`src/rtl/spm_pkg.sv`:
```
// Shared definitions for the RISC_SPM program loader.
package spm_pkg;

  localparam int SPM_WORD_W = 8;
  localparam int SPM_ADDR_W = 8;

  typedef enum logic [2:0] {
    ST_CLEAR,
    ST_HDR_ADDR,
    ST_HDR_LEN,
    ST_DATA,
    ST_RUN_WAIT,
    ST_RUN
  } ld_state_e;

endpackage

```
`src/rtl/spm_ld_delay.sv`:
```
// Down-counter timing the gap between end-of-load and CPU release.
module spm_ld_delay #(
  parameter int DELAY = 2
) (
  input  logic i_clk,
  input  logic i_rst,
  input  logic i_load,
  input  logic i_en,
  output logic o_expire
);

  localparam int CW = (DELAY > 1) ? $clog2(DELAY) : 1;

  logic [CW-1:0] r_cnt;

  always_ff @(posedge i_clk) begin
    if (i_rst) begin
      r_cnt <= '0;
    end else if (i_load) begin
      r_cnt <= CW'(DELAY - 1);
    end else if (i_en && (r_cnt != '0)) begin
      r_cnt <= r_cnt - 1'b1;
    end
  end

  assign o_expire = i_en && (r_cnt == '0);

endmodule

```
`src/rtl/spm_prog_loader.sv`:
```
// Boot loader: optional memory clear, record-stream load, then CPU release.
module spm_prog_loader
  import spm_pkg::*;
#(
  parameter int WORD_W        = SPM_WORD_W,
  parameter int ADDR_W        = SPM_ADDR_W,
  parameter int CLEAR_ON_BOOT = 1,
  parameter int RUN_DELAY     = 2
) (
  input  logic              clk,
  input  logic              rst,
  input  logic              reload,
  input  logic              in_valid,
  output logic              in_ready,
  input  logic [WORD_W-1:0] in_data,
  output logic              mem_we,
  output logic [ADDR_W-1:0] mem_addr,
  output logic [WORD_W-1:0] mem_wdata,
  output logic              cpu_rst,
  output logic              busy,
  output logic              done
);

  // MSB set means the clear sweep is finished (or skipped)
  localparam logic [ADDR_W:0] CLR_SKIP = {1'b1, {ADDR_W{1'b0}}};
  localparam logic [ADDR_W:0] CLR_INIT =
    (CLEAR_ON_BOOT != 0) ? '0 : CLR_SKIP;

  ld_state_e         r_state, w_state;
  logic [ADDR_W:0]   r_clr, w_clr;
  logic [ADDR_W-1:0] r_ptr, w_ptr;
  logic [WORD_W-1:0] r_cnt, w_cnt;
  logic              r_we, w_we;
  logic [ADDR_W-1:0] r_addr, w_addr;
  logic [WORD_W-1:0] r_wdata, w_wdata;
  logic              w_acc;
  logic              w_dly_load;
  logic              w_dly_en;
  logic              w_expire;

  assign in_ready = r_state inside {ST_HDR_ADDR, ST_HDR_LEN, ST_DATA};
  assign w_acc    = in_valid && in_ready;
  assign w_dly_en = (r_state == ST_RUN_WAIT);

  always_comb begin
    w_state    = r_state;
    w_clr      = r_clr;
    w_ptr      = r_ptr;
    w_cnt      = r_cnt;
    w_we       = 1'b0;
    w_addr     = r_addr;
    w_wdata    = r_wdata;
    w_dly_load = 1'b0;
    unique case (r_state)
      ST_CLEAR: begin
        if (r_clr[ADDR_W]) begin
          w_state = ST_HDR_ADDR;
        end else begin
          w_we    = 1'b1;
          w_addr  = r_clr[ADDR_W-1:0];
          w_wdata = '0;
          w_clr   = r_clr + 1'b1;
        end
      end
      ST_HDR_ADDR: begin
        if (w_acc) begin
          w_ptr   = in_data[ADDR_W-1:0];
          w_state = ST_HDR_LEN;
        end
      end
      ST_HDR_LEN: begin
        if (w_acc) begin
          w_cnt = in_data;
          if (in_data == '0) begin
            w_state    = ST_RUN_WAIT;
            w_dly_load = 1'b1;
          end else begin
            w_state = ST_DATA;
          end
        end
      end
      ST_DATA: begin
        if (w_acc) begin
          w_we    = 1'b1;
          w_addr  = r_ptr;
          w_wdata = in_data;
          w_ptr   = r_ptr + 1'b1;
          w_cnt   = r_cnt - 1'b1;
          if (r_cnt == WORD_W'(1)) begin
            w_state = ST_HDR_ADDR;
          end
        end
      end
      ST_RUN_WAIT: begin
        if (w_expire) begin
          w_state = ST_RUN;
        end
      end
      ST_RUN: begin
        if (reload) begin
          w_clr = '0;
          if (CLEAR_ON_BOOT != 0) begin
            w_state = ST_CLEAR;
          end else begin
            w_state = ST_HDR_ADDR;
          end
        end
      end
      default: begin
        w_state = ST_CLEAR;
        w_clr   = CLR_INIT;
      end
    endcase
  end

  always_ff @(posedge clk) begin
    if (rst) begin
      r_state <= ST_CLEAR;
      r_clr   <= CLR_INIT;
      r_ptr   <= '0;
      r_cnt   <= '0;
      r_we    <= 1'b0;
      r_addr  <= '0;
      r_wdata <= '0;
    end else begin
      r_state <= w_state;
      r_clr   <= w_clr;
      r_ptr   <= w_ptr;
      r_cnt   <= w_cnt;
      r_we    <= w_we;
      r_addr  <= w_addr;
      r_wdata <= w_wdata;
    end
  end

  spm_ld_delay #(
    .DELAY(RUN_DELAY)
  ) u_delay (
    .i_clk   (clk),
    .i_rst   (rst),
    .i_load  (w_dly_load),
    .i_en    (w_dly_en),
    .o_expire(w_expire)
  );

  assign mem_we    = r_we;
  assign mem_addr  = r_addr;
  assign mem_wdata = r_wdata;
  assign cpu_rst   = !((r_state == ST_RUN) || w_expire);
  assign busy      = (r_state != ST_RUN);
  assign done      = w_expire;

endmodule

```
`config.mk`:
```
export PLATFORM = sky130hd
export DESIGN_NAME = spm_prog_loader
export DESIGN_NICKNAME = d
export VERILOG_FILES = /design/src/rtl/spm_pkg.sv /design/src/rtl/spm_ld_delay.sv /design/src/rtl/spm_prog_loader.sv
export SDC_FILE = /design/constraint.sdc
export NUM_CORES = 1
export LEC_CHECK = 0
export CELL_PAD_IN_SITES_DETAIL_PLACEMENT = 1
export CELL_PAD_IN_SITES_GLOBAL_PLACEMENT = 1
export CORE_MARGIN = 8
export CORE_UTILIZATION = 30
export CTS_CLUSTER_SIZE = 25
export DETAILED_ROUTE_END_ITERATION = 8
export DONT_BUFFER_PORTS = 1
export PLACE_DENSITY_LB_ADDON = 0.1
export SLEW_MARGIN = 20
export SYNTH_ARGS = -nofsm -noshare
export SYNTH_HDL_FRONTEND = slang
export SYNTH_SLANG_ARGS = --single-unit
```
`constraint.sdc`:
```
create_clock -name clk -period 3.8 [get_ports clk]
set_clock_uncertainty 0.05 [all_clocks]
set_input_delay 0.57 -clock clk [delete_from_list [all_inputs] [get_ports clk]]
set_output_delay 0.57 -clock clk [all_outputs]
set_load 0.01 [all_outputs]
```
After elaboration in Yosys (flattened, before gate mapping)
Cells that the tools add are included.

Bits in registers: 46. Bits of input ports: 12. Output and inout port bits: 21. Word-level logic and storage cells: 79.

$add $sub $neg: 4. Equality and inequality tests: 15. Muxes and demuxes: 30. Bitwise operators: 2. Reductions and logical operators: 19.

Operators by type and width (count): 8-bit case mux with 2 select lines (4); 8-bit 2-to-1 mux (6); 9-bit case mux with 3 select lines (1); 3-bit 2-to-1 mux (8); 9-bit 2-to-1 mux (2); 3-bit case mux with 6 select lines (1); 2-bit != test (second input constant) (7); 3-bit AND reduction (4); 9-bit by 1-bit adder with 9-bit output (second input constant) (1); 8-bit by 1-bit adder with 8-bit output (second input constant) (1); 8-bit by 1-bit == test with 1-bit output (second input constant) (1); 8-bit logical NOT (1); 2-bit nonzero test (4); 8-bit by 1-bit subtractor with 8-bit output (second input constant) (1); 1-bit 2-to-1 mux (7); 7-bit AND reduction (1); 3-bit by 2-bit == test with 1-bit output (second input constant) (2); 3-bit == test (second input constant) (2); 4-bit OR reduction (1); 3-bit by 1-bit == test with 1-bit output (second input constant) (1); 1-bit logical AND (3); 3-bit logical NOT (1); 3-bit != test (second input constant) (1); 3-bit nonzero test (1); other kinds (7) (8).

Depth between registers and ports, before layout
Gate-level depths: netlist of the first run.

Word-level depth: 6. Gate-level depth with buffers: 6. Gate-level depth less buffers: 6.

By module
A second synthesis of the first run with hierarchy kept.

Cell total of the unflattened synthesis: 302. Area, all modules: 2419.8 um2.

By module, submodules not included: spm_prog_loader (times used 1, cells an instance 297, area an instance 2374.8 um2, seq. area each 900.9 um2); spm_ld_delay (times used 1, cells an instance 5, area an instance 45.0 um2, seq. area each 20.0 um2).

Worst setup path after synthesis of the first run
Ideal clock, no wire load.

Kind: flip-flop to output port. Start: register r_state[2]. End: output cpu_rst. Data arrival time: 1.214 ns. Data required time: 3.180 ns. Setup slack: 1.966 ns. Stages on the path, launching flop included: 6. Path buffers: 2. Path through: dfxtp_1 buf_4 clkbuf_1 nand2_1 nor2_1 a21oi_1.

Longest elaborated chain between the ends: 4. Elaborated cells on any way between the ends: 5. Those cells by class: eq/ne: 2; reduce/logical: 3.

Ends and longest elaborated chain: start, declared (RTL line spm_prog_loader.sv:29) `ld_state_e r_state, w_state;`; start signal, assigned (RTL line spm_prog_loader.sv:126) `r_state <= w_state;`; 3-bit == test (RTL line spm_prog_loader.sv:43) `assign w_dly_en = (r_state == ST_RUN_WAIT);`; 1-bit logical AND (RTL line spm_ld_delay.sv:26) `assign o_expire = i_en && (r_cnt == '0);`; via done (RTL line spm_prog_loader.sv:21) `output logic done`; 1-bit logical OR (RTL line spm_prog_loader.sv:149) `assign cpu_rst = !((r_state == ST_RUN) || w_expire);`; 1-bit logical NOT (RTL line spm_prog_loader.sv:149); end, declared (RTL line spm_prog_loader.sv:19) `output logic cpu_rst,`.

The timed path passes the listed nets, and every way through them passes these cells.

Worst setup path after layout of the first run
Start: register r_state[0]. End: output cpu_rst.

The elaborated chain is that of the path after synthesis.

==> impl_metrics.toml, run 1 <==
[route]
wl_per_cell_um = 18.4
vias_per_cell = 5.53
routed_wl_um = 7250
vias = 2180
drc_errors = 0
drt_first_pass_iters = 4
drt_iter0_drc = 66
antenna_left = 0

[power_and_ir_drop]
p_leak_uw = 0.000833
p_per_area_nw_per_um2 = 635
ir_worst_vdd_uv = 392

[sta]
rsz0062_at_grt = "no"
finalCritPeriodShare_pct = 62.3
finalSetupViolations = 0
hold_viol = 0
hold_slack_ps = 271
setup-tns-final_ps = 0
max_freq_mhz = 422
finalMaxSlewViolations = 0
slew_headroom_pct = 43.6
tightest_slew_ps = 847
fin_crit_ps = 2370

[floorplanning]
core.rowCount = 32
io_pins = 33
die_y_um = 106
die_area_um2 = 11100
core_um2 = 7770
start_util_pct = 31.0
die_w_um = 106

[job]
maxCapViolCount = 0

[placed_design]
postPlaceCellArea_um2 = 2430
io_buffers = 0
dp_hpwl_um = 5070
place_congestion = 0.703

[grt]
grt_usage_pct = 13.3
grt-ovfl-total = 0
grt_pass1_vias = 2267
grt_pass1_wl_um = 12200
grt_max_degree = 43
antenna_found_initial = 0

[worst_setup_path]
worstSetupEndpoint = "cpu_rst"
startpoint = "r_state[0]"
end_kind = "primary output"
rr_worst_depth = 4
worst_r2r_endpoint = "r_cnt[7]"
rrSetupSlack_ps = 1540
critPathKind = "flop to primary output"
timing.rr.start = "r_state[0]"
crit_path_start_kind = "flop"
critPathArrivalTime_ps = 1750
crit_path_max_fanout = 18
crit_required_ps = 3180

[clock_tree]
ctsHoldBuffers = 0
cts-root-buf = "clkbuf_8"
cts_tree = "built"
clk_pin_slew_ps = 90
cts_made_buffers = 5
insertion_delay_ps = 300
cts-resized-gates = 0
cts_htree_levels = 2
cts_setup_buffers = 0
clkSinkCount = 46
clock_path_buffers = 2

[yosys]
syn_area_per_cell_um2 = 7.91
ys_async_sr_fraction_pct = 0
yosysSeqAreaShare_pct = 38.3
syn_area_um2 = 2400
synthDistinctLibCells = 49
synth_edf_count = 0
ys_ff_latch = 46
ys_warn_count = 0
synth_ff_type = "dfxtp_1"
synth_fp_nets = 320
synth_cells = 304

[cells_and_area]
n_fill_cell = 948
design_area_um2 = 2570
nNetsFinal = 307
drive_gt1_share_pct = 5.48
diodes = 0
syn2layout_area_growth_pct = 7.08

[run_status]
status = "complete, no violations"

[worst_hold_path]
hold_path.class = "primary input to flop"
-- through the flow --
step / setup slack [ps] / cells / utilization (%) / power (uW)
finish: 1430 / 394 / 33.2 / 1630
global route: 1270 / 394 / 33.2 / 1760
CTS: 1400 / 394 / 33.2 / 1660
detailed placement: 1600 / 386 / 31.3 / 1190
global placement: 1640 / 386 / 31.3 / 1180
floorplan: 1970 / 304 / - / 1100
-- worst min-delay path by stage --
stage	to	cells past startpoint	startpoint	slack, ps
floorplan	r_cnt[4]	2	r_cnt[4]	390
global placement	r_cnt[4]	2	r_cnt[4]	400
detailed placement	r_cnt[4]	2	r_cnt[4]	410
CTS	r_cnt[3]	1	rst	260
global route	r_cnt[3]	1	rst	260
finish	r_cnt[3]	1	rst	270
-- worst max-delay path, cell delays in order (launching register included) --
cell     delay (ps)
dfxtp_1         780
nor2_1          180
nand2_1         130
nor2_1          100
a21oi_1         250
-- routing by layer --
layer | vias to the layer above | track usage (%) | wire, um
met5 | - | 0 | 0
met4 | 0 | 3.92 | 88
met3 | 7 | 3.47 | 321
met2 | 25 | 21.6 | 3370
met1 | 1067 | 16.9 | 3470
li1 | 1081 | - | -
-- area by class of cell --
cell class | instances | area [um^2] | area share [%]
Multi-Input combinational cell | 231 | 1350 | 52.6
Sequential cell | 46 | 921 | 35.8
Tap cell | 102 | 128 | 4.96
Clock buffer | 6 | 82.6 | 3.21
Clock inverter | 2 | 60.1 | 2.33
Inverter | 6 | 22.5 | 0.875
Timing Repair Buffer | 1 | 7.51 | 0.292
-- report_power, final --
group	switching, uW	internal (uW)	leakage, uW	total, uW
clock	182	281	0.0000714	463
combinational	293	171	0.000387	464
sequential	138	569	0.000374	707
-- cell families after synthesis --
family / Yosys count / synth area share (%)
AND/OR/NAND/NOR: 135 / 29.3
AO/OA/AOI/OAI: 89 / 23.7
flip-flops: 46 / 38.3
buffers and inverters: 27 / 5.41
adder cells (fa/ha/maj): 4 / 2.08
multiplexers: 3 / 1.25
-- synthesized netlist by cell type (4+ instances only) --
master	n	area (um^2)
clkbuf_1	11	41.3
a21o_1	4	30.0
or4_1	4	30.0
a211oi_1	4	30.0
and2_1	4	25.0
ha_1	4	50.1
or3_1	5	31.3
nor3_1	10	50.1
nand2_1	38	143
buf_4	4	30.0
nor2_1	26	97.6
a21oi_1	31	155
buf_2	5	25.0
a31oi_1	4	25.0
o21ai_0	20	100
inv_1	6	22.5
a311oi_1	8	70.1
nand3_1	18	90.1
dfxtp_1	46	921
-- cells in the final DEF (no fill, tap or decap), types with 2 or more instances in the layout --
| cell type | instances |
|---|---|
| nand2b_1 | 2 |
| or2_2 | 2 |
| o211ai_1 | 2 |
| and2_1 | 4 |
| nor2_1 | 26 |
| and3b_1 | 3 |
| mux2i_1 | 3 |
| a31oi_1 | 4 |
| o31ai_1 | 2 |
| ha_1 | 4 |
| nor3_1 | 10 |
| nand2_1 | 38 |
| nand4b_1 | 3 |
| a311oi_1 | 8 |
| o21a_1 | 2 |
| o21ai_0 | 20 |
| a21o_1 | 4 |
| a22oi_1 | 3 |
| or3_1 | 5 |
| nand3_1 | 18 |
| bufinv_16 | 2 |
| and3_1 | 3 |
| nand4_1 | 3 |
| dfxtp_1 | 46 |
| clkbuf_8 | 6 |
| a211oi_1 | 4 |
| a21oi_1 | 31 |
| inv_1 | 6 |
| or4_1 | 4 |
| nor3b_1 | 3 |
| nand3b_1 | 3 |
| nor2b_1 | 2 |
-- sequential cells by signal, summed over array words and instances (netlist names) --
| name | count |
|---|---|
| mem_we | 1 |
| r_state | 3 |
| mem_addr | 8 |
| r_ptr | 8 |
| u_delay.r_cnt | 1 |
| r_clr | 9 |
| mem_wdata | 8 |
| r_cnt | 8 |
Power figures use the tool's default switching activity.
==> run 2: changes to the inputs <==
clock period = 2.4 ns   (was 3.8 ns; I/O delays follow)
==> run 2 against run 1 <==
Effect of this change: largest cell class unchanged; first-iteration DRC count is 30% higher; sequential power grew 57%; via count fell by 2.1%; final cell count grew 0.51%; die area stayed put; non-clock buffer count rose by 3; power increased by 44%; count of clock-buffer cells in the layout is 1 lower; worst hold slack got worse by 200 ps; critical endpoint is now r_cnt[7].
==> impl_metrics.toml, run 2 (synthesis gave the netlist of run 1 again) <==
[cells_and_area]
top_register = "r_clr"
syn2layout_area_growth_pct = 5.36
area.sequential_um2 = 921
n_fill_cell = 967
multi_input_area_um2 = 1350
drive_gt1_share_pct = 6.12
largest_reg_flops = 9
layout_commonest_cell = "dfxtp_1"
final_cell_mix = "dfxtp_1, nand2_1, a21oi_1, nor2_1, o21ai_0"
nNetsFinal = 310
diodes = 0

[sta]
finalMaxSlewViolations = 0
rsz0062_at_grt = "no"
slew_headroom_pct = 44.4
tightest_slew_ps = 833
fin_crit_ps = 2110
max_freq_mhz = 474
finalCritPeriodShare_pct = 87.9
hold_slack_ps = 67.8
setup-tns-final_ps = 0
hold_viol = 0
finalSetupViolations = 0

[route]
drt_iter0_drc = 86
routed_wl_um = 7150
antenna_left = 0
wl_per_cell_um = 18.1
drt_first_pass_iters = 4
drc_errors = 0
vias_per_cell = 5.39
vias = 2134

[placed_design]
io_buffers = 0
place_congestion = 0.709
dp_hpwl_um = 5100

[clock_tree]
cts_setup_buffers = 0
clk_pin_slew_ps = 90
cts-resized-gates = 0
cts_tree = "built"
ctsHoldBuffers = 0
insertion_delay_ps = 300
cts_htree_levels = 2
clock_path_buffers = 2
cts_made_buffers = 5
cts-root-buf = "clkbuf_8"
clkSinkCount = 46

[power_and_ir_drop]
p_leak_uw = 0.000820
p_per_area_nw_per_um2 = 929
ir_worst_vdd_uv = 434
p_total_uw = 2350

[worst_setup_path]
critPathMaxStageDelay_ps = 760
rrSetupSlack_ps = 290
timing.rr.start = "r_state[1]"
cp_num_buf_inv = 0
crit_path_max_fanout = 22
worst_r2r_endpoint = "r_cnt[7]"
crit_chain = "and3b_1 -> nand4_1 -> a211o_1 -> o21ai_0"
critPathKind = "flop to flop"
cp_slowest_cell = "and3b_1"
critPathArrivalTime_ps = 2290
crit_required_ps = 2580
end_kind = "flop"
crit_path_start_kind = "flop"
rr_worst_depth = 4
path_delay_family = "simple AND/OR/NAND/NOR gates"

[grt]
grt_max_degree = 43
grt_pass1_vias = 2216
grt-ovfl-total = 0
grt_usage_pct = 12.9
grt_pass1_wl_um = 11800
antenna_found_initial = 0

[floorplanning]
core.rowCount = 32
core_um2 = 7770
io_pins = 33
die_area_um2 = 11100
start_util_pct = 31.0
die_w_um = 106
die_y_um = 106

[worst_hold_path]
hold_start = "rst"
holdPathEnd = "u_delay.r_cnt"
whs_path_depth = 1
hold_path.class = "primary input to flop"

[run_status]
status = "complete, no violations"

[job]
maxCapViolCount = 0
[run 2: cell types whose count changed in the layout (fill, tap and decap cells not counted), sizes merged]
cell	before	now
clkinv	0	2
clkbuf	6	5
bufinv	2	0
buf	1	4
[run 2: routing by layer]
layer	GRT usage, %	part of all wire, %	up-vias
li1	-	-	1080
met3	3.47	4.8	8
met2	21.1	47	29
met4	3.02	0.85	0
met5	0	0	-
met1	16.3	48	1017
[run 2: layout make-up]
class | count | share of cell area (%)
flip-flops and latches | 46 | 36.3
inverters | 6 | 0.889
multi-input cells | 231 | 53.4
well taps | 102 | 5.04
clock inverters | 2 | 0.395
repair buffers | 4 | 1.19
clock buffers | 5 | 2.72
[run 2: report_power, final]
part	total, uW	switching, uW	internal (uW)	leakage, uW
logic	770	481	289	0.000403
clock network	475	278	197	0.0000438
registers	1110	208	901	0.000374
total	2350	967	1390	0.000820
[run 2: worst max path at each step]
stage | from | end | slack [ps] | depth (start not counted)
3_5_place_dp | r_state[1] | r_cnt[7] | 340 | 4
6_report | r_state[1] | r_cnt[7] | 290 | 4
5_1_grt | r_state[1] | r_cnt[7] | 40 | 4
2_1_floorplan | r_cnt[0] | r_cnt[6] | 770 | 6
4_1_cts | r_state[1] | r_cnt[7] | 310 | 4
3_3_place_gp | r_state[1] | r_ptr[7] | 370 | 4
[run 2: per-stage QoR]
stage          cell area (um^2)  cells  util, %  setup WS (ps)
2_1_floorplan              2400    304        -            769
5_1_grt                    2530    396     32.6           37.6
6_report                   2530    396     32.6            290
3_3_place_gp               2450    389     31.6            368
3_5_place_dp               2450    389     31.6            339
4_1_cts                    2530    396     32.6            309
